--- config.mk ---
export PLATFORM = sky130hd
export DESIGN_NAME = mult_iter_unit
export DESIGN_NICKNAME = d
export VERILOG_FILES = /design/src/rtl/mult_pkg.sv /design/src/rtl/mult_pp_gen.sv /design/src/rtl/mult_iter_unit.sv
export SDC_FILE = /design/constraint.sdc
export NUM_CORES = 2
export LEC_CHECK = 0
export ABC_AREA = 1
export BUFFER_PORTS_ARGS = -buffer_cell sky130_fd_sc_hd__buf_4
export CORE_MARGIN = 4
export CORE_UTILIZATION = 59
export DETAILED_ROUTE_END_ITERATION = 8
export GPL_TIMING_DRIVEN = 0
export PLACE_DENSITY = 0.85
export SYNTH_ARGS = -nofsm -noshare
export SYNTH_HDL_FRONTEND = slang
export SYNTH_SLANG_ARGS = --single-unit
--- constraint.sdc ---
create_clock -name clk -period 8.35 [get_ports clk]
set_clock_uncertainty 0.05 [all_clocks]
set_input_delay 0.4175 -clock clk [delete_from_list [all_inputs] [get_ports clk]]
set_output_delay 0.4175 -clock clk [all_outputs]
set_load 0.01 [all_outputs]
--- src/rtl/mult_pkg.sv ---
// Shared definitions for the iterative EX-stage multiplier: FSM encoding and
// chunking constants.
package mult_pkg;

    typedef enum logic [1:0] {
        IDLE = 2'd0,
        BUSY = 2'd1,
        DONE = 2'd2
    } state_t;

    localparam int NUM_CHUNKS = 4;
    localparam int CNT_W      = 2;

endpackage

--- src/rtl/mult_pp_gen.sv ---
// Combinational partial-product generator: A times one B chunk, shifted into
// place and truncated to DATA_W bits.
module mult_pp_gen
    import mult_pkg::*;
#(
    parameter int DATA_W = 64
) (
    input  logic [DATA_W-1:0]            a,
    input  logic [DATA_W/NUM_CHUNKS-1:0] b_chunk,
    input  logic [CNT_W-1:0]             idx,
    output logic [DATA_W-1:0]            pp
);

    localparam int CHUNK = DATA_W / NUM_CHUNKS;

    logic [DATA_W-1:0] prod;

    // Only the low DATA_W bits survive, so a truncating multiply is enough.
    assign prod = a * DATA_W'(b_chunk);
    assign pp   = prod << (32'(idx) * CHUNK);

endmodule

--- src/rtl/mult_iter_unit.sv ---
// Four-cycle iterative multiplier for EX: one B chunk per cycle, stalls the
// front end while busy and presents the low product bits for one cycle.
module mult_iter_unit
    import mult_pkg::*;
#(
    parameter int DATA_W = 64,
    parameter int REG_W  = 5
) (
    input  logic              clk,
    input  logic              arst_n,
    input  logic              start_i,
    input  logic              flush_i,
    input  logic [DATA_W-1:0] op_a_i,
    input  logic [DATA_W-1:0] op_b_i,
    input  logic [REG_W-1:0]  rd_i,
    output logic              stall_o,
    output logic              valid_o,
    output logic [DATA_W-1:0] result_o,
    output logic [REG_W-1:0]  rd_o
);

    localparam int CHUNK = DATA_W / NUM_CHUNKS;

    state_t            state;
    logic [CNT_W-1:0]  cnt;
    logic [DATA_W-1:0] acc;
    logic [DATA_W-1:0] a_q;
    logic [DATA_W-1:0] b_q;
    logic [REG_W-1:0]  rd_q;
    logic              valid_q;

    logic [DATA_W-1:0] pp_a;
    logic [CHUNK-1:0]  pp_b;
    logic [CNT_W-1:0]  pp_idx;
    logic [DATA_W-1:0] pp;

    // In IDLE chunk 0 comes straight from the forwarded operands so the
    // accepting edge already loads the first partial product.
    always_comb begin
        pp_a   = a_q;
        pp_b   = b_q[cnt*CHUNK +: CHUNK];
        pp_idx = cnt;
        if (state == IDLE) begin
            pp_a   = op_a_i;
            pp_b   = op_b_i[CHUNK-1:0];
            pp_idx = '0;
        end
    end

    mult_pp_gen #(
        .DATA_W (DATA_W)
    ) u_pp_gen (
        .a       (pp_a),
        .b_chunk (pp_b),
        .idx     (pp_idx),
        .pp      (pp)
    );

    always_ff @(posedge clk or negedge arst_n) begin
        if (!arst_n) begin
            state   <= IDLE;
            cnt     <= '0;
            acc     <= '0;
            a_q     <= '0;
            b_q     <= '0;
            rd_q    <= '0;
            valid_q <= 1'b0;
        end else if (flush_i) begin
            state   <= IDLE;
            cnt     <= '0;
            valid_q <= 1'b0;
        end else begin
            case (state)
                IDLE: begin
                    if (start_i) begin
                        a_q   <= op_a_i;
                        b_q   <= op_b_i;
                        rd_q  <= rd_i;
                        acc   <= pp;
                        cnt   <= CNT_W'(1);
                        state <= BUSY;
                    end
                end
                BUSY: begin
                    acc <= acc + pp;
                    cnt <= cnt + CNT_W'(1);
                    if (cnt == CNT_W'(NUM_CHUNKS - 1)) begin
                        state   <= DONE;
                        valid_q <= 1'b1;
                    end
                end
                DONE: begin
                    valid_q <= 1'b0;
                    state   <= IDLE;
                end
                default: begin
                    valid_q <= 1'b0;
                    state   <= IDLE;
                end
            endcase
        end
    end

    // Combinational on start_i so the hazard unit freezes in the issue cycle.
    assign stall_o  = ((state == IDLE) && start_i && !flush_i) || (state == BUSY);
    assign valid_o  = valid_q;
    assign result_o = acc;
    assign rd_o     = rd_q;

endmodule

* Word level (Yosys, flattened, before mapping)
Cells that the tools add are included.
W data, S select, Z words.
** Word-level totals
- Input port bits :: 137
- Register bits :: 202
- Logic and storage cells :: 45
- Output and inout port bits :: 71
** Operators by class
- Eq/ne operators :: 6
- Bitwise logic cells :: 1
- Reductions and logical operators :: 12
- Multiplexer cells :: 14
- Shift operators :: 2
- Multipliers :: 1
- Add/subtract/negate cells :: 2
** Operator list (number)
- $mux W64 :: 2
- $pmux W64 S2 :: 1
- $add A64 B64 Y64 :: 1
- $mul A64 B16 Y64 :: 1
- $shiftx A64 B7 Y16 :: 1
- $shl A64 B6 Y64 :: 1
- $mux W16 :: 1
- $mux W2 :: 5
- $pmux W2 S2 :: 2
- $ne A3 B3 Y1 const B :: 2
- $reduce_and A2 Y1 :: 3
- $reduce_and A3 Y1 :: 2
- $ne A2 B2 Y1 const B :: 2
- $reduce_bool A3 Y1 :: 1
- $add A2 B1 Y2 const B :: 1
- $eq A2 B1 Y1 const B :: 1
- $eq A2 B2 Y1 const B :: 1
- $logic_and A1 B1 Y1 :: 2
- $logic_not A2 Y1 :: 1
- $mux W1 :: 2
- $pmux W1 S2 :: 1
- $reduce_bool A2 Y1 :: 1
- $logic_not A1 Y1 :: 1
- $logic_or A1 B1 Y1 :: 1
- $not A1 Y1 :: 1

* Longest topological paths before layout
- Depth after elaboration :: 6
- Depth in mapped cells :: 57

* By module
A second synthesis with hierarchy kept.
** Unflattened totals
- Cells, all modules :: 6636
- Area, all modules :: 45242.1 µm²
** By module, submodules not included
- mult_pp_gen :: instances 1, cells an instance 4236, area an instance 30003.8 µm², seq. area each 0.0 µm²
- mult_iter_unit :: instances 1, cells an instance 2400, area an instance 15238.4 µm², seq. area each 5054.8 µm²

* Worst setup path after synthesis
OpenSTA, ideal clock, no wires.
- Path type :: register to register
- Start :: register state[1]
- End :: register acc[60], in the netlist result_o[60]
- Arrival time :: 8385 ps
- Slack :: -202 ps
- Library setup time :: 117 ps
- Required time :: 8183 ps
- Clock period less this slack :: 8552 ps
- Cell stages (with the launch flop) :: 51
- Path buffers :: 5
- Cell sequence :: dfrtp_1 > buf_6 > nor2_8 > buf_6 > buf_4 > buf_2 > buf_2 > nand2_1 > o21ai_1 > clkinv_1 > nand2_1 > fa_1 > fa_1 > fa_1 > inv_1 > fa_1 > fa_1 > inv_1 > [15 not listed] > nand2_1 > nand3_1 > inv_1 > o22ai_1 > inv_1 > ha_1 > nand2_1 > nor2_1 > inv_1 > nor4_1 > nand3_1 > nand3_1 > nand4_1 > o2111ai_1 > and2_1 > o21ai_0 > nand3_1 > nand2_1
** Between the ends
- Cells in the longest elaborated chain, start to end :: 6
- Elaborated cells between the ends (all ways) :: 13
- Those cells by class :: 1 x add/sub; 1 x mul; 2 x eq/ne; 1 x shift; 5 x mux; 3 x reduce/logical
** Ends and longest elaborated chain
- start: declaration :: RTL line mult_iter_unit.sv:24 : state_t state;
- start signal: assignment :: RTL line mult_iter_unit.sv:61 : state <= IDLE;
- start signal: assignment :: RTL line mult_iter_unit.sv:69 : state <= IDLE;
- start signal: assignment :: RTL line mult_iter_unit.sv:81 : state <= BUSY;
- $logic_not A2 Y1 :: RTL line mult_iter_unit.sv:43, mult_iter_unit.sv:73
- $mux W64 / $mux W16 (equally long branches) :: RTL line mult_iter_unit.sv:43 : if (state == IDLE) begin
- $mul A64 B16 Y64 :: RTL line mult_pp_gen.sv:19 : assign prod = a * DATA_W'(b_chunk);
- $shl A64 B6 Y64 :: RTL line mult_pp_gen.sv:20 : assign pp = prod << (32'(idx) * CHUNK);
- $add A64 B64 Y64 / $mux W64 (equally long branches) :: RTL line mult_iter_unit.sv:85, mult_iter_unit.sv:75
- $pmux W64 S2 :: RTL line mult_iter_unit.sv:73 : case (state)
- end signal: assignment :: RTL line mult_iter_unit.sv:79 : acc <= pp;
- end signal: assignment :: RTL line mult_iter_unit.sv:85 : acc <= acc + pp;
- end: declaration :: RTL line mult_iter_unit.sv:26 : logic [DATA_W-1:0] acc;
Parallel ways exist; a longest one is shown, timed or not. The select of a mux whose other input is x is not followed.
A chain may end at the register's enable or synchronous reset.

* Worst setup path in the final report
Same ends and word-level chain as after synthesis.

==> flow_metrics.tcl <==
set metrics [dict create \
    htreeDepth 1 \
    synth_edf_count 0 \
    slowest_stage "nor2_1" \
    synth_cells 5621 \
    final_cell_mix "nand2_1 (1227), inv_1 (1116), fa_1 (724), buf_4 (531), nor2_1 (487)" \
    wirelength_mm 184 \
    async_flop_share 1.00 \
    worstSetupPathType "flip-flop to flip-flop" \
    synth_cell_types 54 \
    critPathLaunchType "flip-flop" \
    fin_crit_ns 10.65 \
    worstMarginPinSlew_ns 1.53 \
    initial_utilization 0.594 \
    fp.dieArea_um2 74700 \
    synth_xor_area_frac 0.0173 \
    ys_warn_count 0 \
    route.met3.wl_mm 27.9 \
    clk_pin_slew_ns 0.07 \
    vias 44700 \
    synth-simple-area-share 0.207 \
    relSlewSlack -0.0205 \
    drt_iter0_markers 6178 \
    timing.hold.ws_ns -0.0207 \
    area_growth_syn_to_layout_pct 30.5 \
    cts_max_path_buffers 3 \
    grt_util_all_layers 0.430 \
    synth_compound_area_frac 0.102 \
    rr_endpoint "result_o[60]" \
    ys_seq_area_frac 0.122 \
    worstPathArrival_ns 11.11 \
    hold-path-endpoint "a_q[41]" \
    synthMuxAreaShare 0.00488 \
    m1WireLength_mm 60.3 \
    grt_max_degree 118 \
    ff2ff_path_depth 47 \
    final_antenna_net_count 0 \
    synth.ff_latch_count 202 \
    dr.pass1.iters 9 \
    core_um2 69900 \
    fin_crit_sh 1.28 \
    antenna_found_initial 16 \
    setup_ws_ns -2.30 \
    grt_pass1_vias 42500 \
    cts_tree "yes" \
    highest_layer "met5" \
    routabilityCongestion 1.02 \
    synth_top_family_by_area "adder cells" \
    crit_buf_inv 13 \
    grt_overflow 0 \
    synthAdderAreaFrac 0.413 \
    syn_nets 6679 \
    required_ns 8.80 \
    cp_max_fo 6 \
    cp-end-kind "flip-flop" \
    finalNetCount 7321 \
    max_clock_freq_ghz 0.0939 \
    seqCellArea_um2 5060 \
    final_common_cell "nand2_1" \
    status "finished with violations" \
    hold_depth 3 \
    final_layout_size_suffix_gt1_frac 0.256 \
    viasPerCell 6.18 \
    io_buffers 207 \
    path_delay_family "adder cells" \
    finalMaxSlewViolations 11 \
    min_path_type "primary input to flip-flop" \
    drt-wirelength-per-cell_um 25.5 \
    dp_hpwl_mm 126 \
    r2r_start "state[1]" \
    violations "DRC, hold timing, capacitance limit, slew limit, setup timing" \
    cpMostUsedCell "nand2_1" \
    drc 346 \
    syn_area_um2 41500 \
    hold_violations 14 \
    wl_met2_mm 77.6 \
    max_cap_violations 1 \
    ios 208 \
    die_x_um 273 \
    synth.avg_cell_area_um2 7.39 \
    numCtsBuffers 27 \
    root_buffer "clkbuf_16" \
    clock-sinks 202 \
    critPathMaxStageDelay_ns 0.94 \
    rows 97 \
    min-delay-start "op_a_i[41]" \
    fill_cells 4518 \
    rsz0062_at_grt "yes" \
    r2r_slack_ns -2.30 \
    setup_viol 49 \
    grt_pass1_wl_mm 244 \
    clock_latency_ns 0.66 \
    synth_ff_type "dfrtp_1" \
    multi_input_area_um2 35400 \
    die_y_um 273 \
]
## stage by stage
| step | setup TNS, ns | utilization | worst slack (ns) | cells | instance area, µm² |
|---|---|---|---|---|---|
| after global placement | -124.74 | 0.635 | -3.23 | 6768 | 44400 |
| after floorplan | 0 | - | 0.00455 | 5621 | 41700 |
| after detailed placement | -125.71 | 0.636 | -3.24 | 6770 | 44500 |
| after global routing | -84.56 | 0.775 | -2.35 | 7229 | 54200 |
| final | -82.95 | 0.775 | -2.30 | 7239 | 54200 |
| after CTS | -42.16 | 0.691 | -1.22 | 6969 | 48300 |
## sequential cells by signal, summed over array words and instances, names as in the netlist
signal,count
state,2
rd_o,5
cnt,2
valid_o,1
result_o,64
a_q,64
b_q,64
## metal layers
layer / up-vias / global-route usage
met3: 1367 / 0.130
met1: 21400 / 0.532
met5: - / 0
met4: 18 / 0.252
met2: 3839 / 0.671
li1: 18100 / -
## worst max path at each step
| stage | depth (start not counted) | slack, ns | endpoint | startpoint |
|---|---|---|---|---|
| after floorplan | 49 | 0.005 | result_o[60] | state[1] |
| final | 47 | -2.30 | result_o[60] | state[1] |
| after CTS | 48 | -1.22 | result_o[60] | state[1] |
| after detailed placement | 45 | -3.24 | result_o[63] | state[1] |
| after global placement | 45 | -3.23 | result_o[63] | state[1] |
| after global routing | 47 | -2.35 | result_o[60] | state[1] |
## kinds of logic (layout without fill, tap and decap cells)
kind of cell | after synthesis | in the layout
AO/OA/AOI/OAI | 756 | 756
other | 0 | 15
flip-flops | 202 | 202
AND/OR/NAND/NOR | 2185 | 2185
XOR/XNOR | 82 | 82
multiplexers | 18 | 18
adder cells (fa/ha/maj) | 921 | 921
buffers and inverters | 1457 | 2120
## Yosys cell counts (6+ instances only)
| library cell | count | area (µm²) |
|---|---|---|
| a21o_1 | 14 | 105 |
| a21oi_1 | 239 | 1200 |
| a31oi_1 | 44 | 275 |
| and3_1 | 9 | 56.3 |
| buf_1 | 11 | 41.3 |
| buf_2 | 17 | 85.1 |
| buf_6 | 7 | 78.8 |
| clkbuf_1 | 175 | 657 |
| clkinv_1 | 24 | 90.1 |
| dfrtp_1 | 202 | 5050 |
| fa_1 | 753 | 15100 |
| ha_1 | 168 | 2100 |
| inv_1 | 1209 | 4540 |
| inv_2 | 10 | 37.5 |
| mux2_2 | 18 | 203 |
| nand2_1 | 1370 | 5140 |
| nand2_2 | 6 | 37.5 |
| nand3_1 | 139 | 696 |
| nand3b_1 | 7 | 52.6 |
| nand4_1 | 20 | 125 |
| nor2_1 | 586 | 2200 |
| nor3_1 | 20 | 100 |
| nor4_1 | 7 | 43.8 |
| o211ai_1 | 44 | 330 |
| o21a_1 | 13 | 97.6 |
| o21ai_0 | 298 | 1490 |
| o21ai_1 | 44 | 220 |
| o21ai_2 | 12 | 105 |
| o21bai_1 | 21 | 158 |
| or2_2 | 10 | 62.6 |
| xnor2_1 | 33 | 289 |
| xor2_1 | 49 | 429 |
## worst register-to-register path, delay by kind of cell (launching register included)
family	cells	cell delay, ns
xor+xnor	1	0.17
fa+ha+maj	8	4.09
simple gates	20	3.70
flops	1	0.38
buf+inv	13	1.65
compound gates	5	0.45
## area by class of cell
type | count | area share
sequential | 202 | 0.0933
buffer | 212 | 0.0283
timing repair buffer | 612 | 0.0956
timing repair inverter | 3 | 0.000369
multi-input combinational | 3962 | 0.653
antenna | 15 | 0.000692
inverter | 1243 | 0.0895
tap | 940 | 0.0217
clock inverter | 18 | 0.00425
clock buffer | 32 | 0.0134
## what timing repair did
item,CTS,global route
setup buffers,112,248
pin swaps,39,268
hold buffers,35,0
endpoints found under the hold margin,119,0
setup endpoints to repair,55,52
gates cloned,2,11
gates resized for setup,482,1025
Power is not shown: default switching activity piles up to over one toggle a cycle in this logic, so the estimate is an artifact.
